==> src/rtl/mem_bus_bridge.sv <==
// Bridges RV32I load/store requests onto a single-pulse memory bus with one outstanding transaction.
// Optional WAIT timeout with a DRAIN state is compiled in when MEM_BUS_TIMEOUT_EN is defined.
//
// state   | meaning
// --------+-----------------------------------------------------------
// S_IDLE  | ready for a new request
// S_ISSUE | one-cycle bus start pulse (skipped for an illegal funct3)
// S_WAIT  | waiting for the memory completion pulse
// S_RESP  | one-cycle response pulse to the requester
// S_DRAIN | after a timeout, swallow the late completion pulse (optional)
module mem_bus_bridge #(
    parameter int unsigned TIMEOUT_CYCLES = 1024
) (
    input  logic        i_clk,
    input  logic        i_rst_n,
    input  logic        i_req_valid,
    output logic        o_req_ready,
    input  logic        i_req_write,
    input  logic [2:0]  i_req_funct3,
    input  logic [31:0] i_req_addr,
    input  logic [31:0] i_req_wdata,
    output logic        o_rsp_valid,
    output logic [31:0] o_rsp_rdata,
    output logic        o_rsp_err,
    output logic [31:0] o_bus_data,
    output logic [31:0] o_bus_address,
    output logic        o_bus_DV,
    output logic [2:0]  o_bhw,
    output logic        o_write_notread,
    input  logic [31:0] i_bus_data,
    input  logic        i_bus_DV
);

    typedef enum logic [2:0] {
        S_IDLE,
        S_ISSUE,
        S_WAIT,
`ifdef MEM_BUS_TIMEOUT_EN
        S_DRAIN,
`endif
        S_RESP
    } state_t;

    state_t      state, state_nxt;
    logic [31:0] addr_q;
    logic [31:0] wdata_q;
    logic [2:0]  f3_q;
    logic        write_q;
    logic        legal_q;
    logic [2:0]  bhw_q;
    logic [31:0] rdata_q;
    logic        err_q;
    logic        accept;
    logic        req_legal;
`ifdef MEM_BUS_TIMEOUT_EN
    localparam int unsigned CNT_W = $clog2(TIMEOUT_CYCLES + 1);
    logic [CNT_W-1:0] wait_cnt;
    logic             timeout_q;
`endif

    assign accept = (state == S_IDLE) && i_req_valid;

    always_comb begin
        req_legal = 1'b0;
        if (i_req_write) begin
            req_legal = (i_req_funct3 == 3'd0) || (i_req_funct3 == 3'd1) || (i_req_funct3 == 3'd2);
        end else begin
            case (i_req_funct3)
                3'd0, 3'd1, 3'd2, 3'd4, 3'd5: req_legal = 1'b1;
                default:                      req_legal = 1'b0;
            endcase
        end
    end

    function automatic logic [31:0] extend_load(input logic [2:0] f3, input logic [31:0] d);
        case (f3)
            3'd0:    return {{24{d[7]}}, d[7:0]};
            3'd1:    return {{16{d[15]}}, d[15:0]};
            3'd4:    return {24'd0, d[7:0]};
            3'd5:    return {16'd0, d[15:0]};
            default: return d;
        endcase
    endfunction

    always_ff @(posedge i_clk or negedge i_rst_n) begin
        if (!i_rst_n) state <= S_IDLE;
        else          state <= state_nxt;
    end

    always_comb begin
        state_nxt = state;
        case (state)
            S_IDLE:  if (i_req_valid) state_nxt = S_ISSUE;
            S_ISSUE: state_nxt = legal_q ? S_WAIT : S_RESP;
            S_WAIT: begin
                if (i_bus_DV) state_nxt = S_RESP;
`ifdef MEM_BUS_TIMEOUT_EN
                else if (wait_cnt == '0) state_nxt = S_RESP;
`endif
            end
`ifdef MEM_BUS_TIMEOUT_EN
            S_RESP:  state_nxt = timeout_q ? S_DRAIN : S_IDLE;
            S_DRAIN: if (i_bus_DV) state_nxt = S_IDLE;
`else
            S_RESP:  state_nxt = S_IDLE;
`endif
            default: state_nxt = S_IDLE;
        endcase
    end

    // Bus fields are registered at acceptance so they stay stable through ISSUE.
    always_ff @(posedge i_clk or negedge i_rst_n) begin
        if (!i_rst_n) begin
            addr_q    <= '0;
            wdata_q   <= '0;
            f3_q      <= '0;
            write_q   <= 1'b0;
            legal_q   <= 1'b0;
            bhw_q     <= '0;
            rdata_q   <= '0;
            err_q     <= 1'b0;
`ifdef MEM_BUS_TIMEOUT_EN
            wait_cnt  <= '0;
            timeout_q <= 1'b0;
`endif
        end else begin
            if (accept) begin
                addr_q  <= i_req_addr;
                f3_q    <= i_req_funct3;
                write_q <= i_req_write;
                legal_q <= req_legal;
                rdata_q <= '0;
                err_q   <= 1'b0;
`ifdef MEM_BUS_TIMEOUT_EN
                timeout_q <= 1'b0;
`endif
                case (i_req_funct3[1:0])
                    2'd0:    bhw_q <= req_legal ? 3'd1 : 3'd0;
                    2'd1:    bhw_q <= req_legal ? 3'd2 : 3'd0;
                    2'd2:    bhw_q <= req_legal ? 3'd4 : 3'd0;
                    default: bhw_q <= 3'd0;
                endcase
                if (!i_req_write || !req_legal) wdata_q <= '0;
                else if (i_req_funct3 == 3'd0)  wdata_q <= {i_req_wdata[7:0], 24'd0};
                else if (i_req_funct3 == 3'd1)  wdata_q <= {i_req_wdata[15:0], 16'd0};
                else                            wdata_q <= i_req_wdata;
            end
            if (state == S_ISSUE) begin
                if (!legal_q) err_q <= 1'b1;
`ifdef MEM_BUS_TIMEOUT_EN
                wait_cnt <= CNT_W'(TIMEOUT_CYCLES - 1);
`endif
            end
            if (state == S_WAIT) begin
                if (i_bus_DV) begin
                    rdata_q <= write_q ? 32'd0 : extend_load(f3_q, i_bus_data);
                end
`ifdef MEM_BUS_TIMEOUT_EN
                else if (wait_cnt == '0) begin
                    err_q     <= 1'b1;
                    timeout_q <= 1'b1;
                end else begin
                    wait_cnt <= wait_cnt - 1'b1;
                end
`endif
            end
        end
    end

    assign o_req_ready     = (state == S_IDLE);
    assign o_bus_DV        = (state == S_ISSUE) && legal_q;
    assign o_rsp_valid     = (state == S_RESP);
    assign o_rsp_rdata     = rdata_q;
    assign o_rsp_err       = err_q;
    assign o_bus_data      = wdata_q;
    assign o_bus_address   = addr_q;
    assign o_bhw           = bhw_q;
    assign o_write_notread = write_q;

endmodule
==> config.mk <==
export PLATFORM = sky130hd
export DESIGN_NAME = mem_bus_bridge
export DESIGN_NICKNAME = d
export VERILOG_FILES = /design/src/rtl/mem_bus_bridge.sv
export SDC_FILE = /design/constraint.sdc
export NUM_CORES = 1
export LEC_CHECK = 0
export CAP_MARGIN = 20
export CORE_ASPECT_RATIO = 2
export CORE_UTILIZATION = 38
export DETAILED_ROUTE_END_ITERATION = 8
export PLACE_DENSITY = 0.79
export SLEW_MARGIN = 20
export SYNTH_ARGS = -nofsm -noshare
export SYNTH_HDL_FRONTEND = slang
export SYNTH_SLANG_ARGS = --single-unit
==> constraint.sdc <==
create_clock -name i_clk -period 1.5 [get_ports i_clk]
set_input_delay 0.15 -clock i_clk [delete_from_list [all_inputs] [get_ports i_clk]]
set_output_delay 0.15 -clock i_clk [all_outputs]
set_load 0.02 [all_outputs]
==> results of run 1 <==
[power by group]
part           switching (mW)  total (mW)  internal (mW)  leakage, nW
Sequential              0.655        4.64           3.98         1.39
Combinational            3.43        7.19           3.76         2.51
Clock                    1.08        2.44           1.36        0.150
[through the flow]
step | hold slack, ps | utilization | area [um2] | worst slack [ps] | setup TNS, ps
after global placement | 33.09 | 0.5970 | 6985 | -76.45 | -4009
final | 209.2 | 0.6574 | 7692 | -58.11 | -1335
after CTS | 199.8 | 0.6254 | 7318 | -67.00 | -1388
after detailed placement | 30.25 | 0.5970 | 6985 | -134.4 | -7676
after floorplan | -145.6 | - | 4578 | -7.942 | -212.0
after global routing | 219.5 | 0.6574 | 7692 | -97.47 | -4161
[kinds of logic (layout without fill, tap and decap cells)]
kind of cell,after synthesis,count (layout),synth area share
flip-flops,107,107,0.5882
multiplexers,62,62,0.1487
buffers and inverters,28,270,0.03518
adder cells (fa/ha/maj),4,4,0.01100
AND/OR/NAND/NOR,61,61,0.07312
AO/OA/AOI/OAI,85,85,0.1438
[cells in the final DEF (no fill, tap or decap), types with 2 or more instances in the layout]
master	synthesis	routed
o31ai_1	2	2
nand2_1	34	34
a32o_1	16	16
buf_12	0	6
a22o_1	33	33
nand2b_1	14	14
inv_2	0	2
nor2_4	2	2
dlymetal6s2s_1	0	46
clkbuf_16	0	12
or2b_1	5	5
buf_2	7	2
dfrtp_1	107	107
ha_1	4	3
mux2_4	0	32
buf_4	9	32
o21ai_0	9	9
dlygate4sd2_1	0	13
inv_6	0	3
a21o_2	0	2
mux2i_1	17	17
o21ai_1	17	17
clkdlybuf4s50_1	0	145
inv_1	4	2
mux2_2	15	12
[final cells by class]
| cell class | instances | area share |
|---|---|---|
| Clock buffer | 10 | 0.03107 |
| Timing Repair Buffer | 250 | 0.3426 |
| Clock inverter | 6 | 0.008946 |
| Inverter | 4 | 0.001952 |
| Sequential cell | 107 | 0.3481 |
| Tap cell | 145 | 0.02358 |
| Multi-Input combinational cell | 212 | 0.2438 |
[sequential cells by signal, summed over array words and instances, names as in the netlist]
signal / count
o_write_notread: 1
f3_q: 3
o_bus_address: 32
o_rsp_err: 1
o_bus_data: 32
o_bhw: 3
o_rsp_rdata: 32
legal_q: 1
state: 2
[worst max-delay path, delay by kind of cell (launching register included)]
family	cells	cell delay, ps
flops	1	410
mux	1	310
buf+inv	2	290
simple gates	1	260
fa+ha+maj	1	170
[worst max-delay path by stage]
stage / to / slack (ps) / depth (start not counted)
2_1_floorplan: o_bus_address[0] / -8 / 6
3_3_place_gp: o_bus_address[22] / -80 / 4
3_5_place_dp: o_bus_address[17] / -130 / 4
4_1_cts: o_bus_address[28] / -70 / 5
5_1_grt: o_bus_address[17] / -100 / 5
6_report: o_bus_address[17] / -60 / 5
[layer usage]
metal	global-route usage	wire length (um)	vias to the layer above
met5	0	0	-
met4	0.09610	493	0
met3	0.04956	651	30
met2	0.4158	8013	156
met1	0.2169	4876	1873
li1	-	-	1733
[timing repair]
| item | 4_1_cts | 5_1_grt |
|---|---|---|
| hold buffers | 1 | 0 |
| hold endpoints to repair | 107 | 0 |
| resized for setup | 23 | 82 |
| pin swaps | 10 | 2 |
| buffers inserted | 0 | 4 |
| endpoints found under the setup margin | 47 | 129 |
| gates cloned | 1 | 4 |
==> impl_metrics.tcl, run 1 <==
set metrics [dict create \
    synth_fp_nets 455 \
    setup_ws_ps -58.11 \
    antenna_found_initial 0 \
    core.rowCount 56 \
    violations "setup timing" \
    ant_nets 0 \
    cts_sinks 107 \
    hpwlAfterDp_um 9957 \
    cts_buffers 9 \
    slowest_delay_ps 410 \
    remaining_drc_errors 0 \
    boundaryPins 208 \
    required_ps 1730 \
    path_cells "inv_2 -> ha_4 -> and2_4 -> clkbuf_16 -> mux2_4" \
    grt_pass1_vias 3993 \
    dp.cells 708 \
    port_buffers 207 \
    grt_pass1_wl_um 20380 \
    crit_arrival_ps 1790 \
    synthTopCellsByCount "107 x dfrtp_1, 34 x nand2_1, 33 x a22o_1" \
    ir_worst_vdd_mv 0.9488 \
    antennaDiodeCount 0 \
    final.setup_skew_ps 8.839 \
    grt-ovfl-total 0 \
    multiInputGateArea_mm2 0.001876 \
    clock_latency_ps 350 \
    drt_iter0_drc 218 \
    synth-seq-cells 107 \
    powerDensity_mw_per_mm2 1854 \
    start_util 0.3890 \
    cts-root-buf "clkbuf_16" \
    totalWireLength_um 14040 \
    reg2reg_to "o_bus_address[17]" \
    netlist_area_mm2 0.004552 \
    die_h_um 156.8 \
    reg2reg_slack_ps -60 \
    vias 3792 \
    clock_path_buffers 2 \
    wl_per_cell_um 19.12 \
    syn_inst 347 \
    layout-drive-gt1-share 0.2003 \
    fin_crit_sh 1.039 \
    status "finished, violations left" \
    slew_viol_final 0 \
    async_flop_share 1.000 \
    r2r_start "state[0]" \
    gp_congestion 0.7624 \
    drv_cap 0 \
    coreArea_mm2 0.01170 \
    ys.flop_type "dfrtp_1" \
    setup.worst_path.start "state[0]" \
    yosysTopAreaCell "dfrtp_1" \
    ys_types 31 \
    area_growth_pct 68.99 \
    finalNonFillerCells 734 \
    rsz0062_at_grt "yes" \
    fin_crit_ps 1558 \
    yosysSeqAreaShare 0.5882 \
    grt_max_degree 45 \
    clkTransAtPathRegs_ps 80 \
    fp.dieW_um 79.39 \
    reg2reg_depth 5 \
    crit_type "flip-flop to flip-flop" \
    h-tree-depth 3 \
    max_freq_mhz 641.8 \
    nFillCells 906 \
    hold_viol 0 \
    yosys.cell_count.top_type "dfrtp_1" \
    worstMarginPinSlew_ps 392.2 \
    drtPass1Iterations 4 \
    cts_tree "done" \
    via_per_inst 5.166 \
    crit_path_max_fanout 8 \
    dieArea_mm2 0.01245 \
    critPathSlowestCell "dfrtp_1" \
    synth_edf_count 0 \
    synth_top_cell_area_share 0.5882 \
    setup_viol 57 \
    hp-class "primary input to asynchronous set/reset pin" \
    netlist_top_cells_area "dfrtp_1 59%, mux2_1 7.4%, a22o_1 6.3%, mux2i_1 3.7%, mux2_2 3.7%" \
    max_slew_margin 0.7378 \
    avgSynthCellArea_um2 13.12 \
    yosys_warnings 0 \
    grt_use_total 0.2179 \
    p_total_mw 14.26 \
    cp-end-kind "flip-flop" \
    p_leak_nw 4.044 \
    regArea_mm2 0.002678 \
    start_kind "flip-flop" \
    nets 692 \
]
Power figures use the tool's default switching activity.
==> run 2: changes to the inputs <==
--- a/config.mk
+++ b/config.mk
@@ -8,6 +8,7 @@
 export CAP_MARGIN = 20
 export CORE_ASPECT_RATIO = 2
 export CORE_UTILIZATION = 38
+export CTS_CLUSTER_SIZE = 14
 export DETAILED_ROUTE_END_ITERATION = 8
 export PLACE_DENSITY = 0.79
 export SLEW_MARGIN = 20
==> results of run 2 <==
Final layout, timing and power as in run 1 (identical DEF).
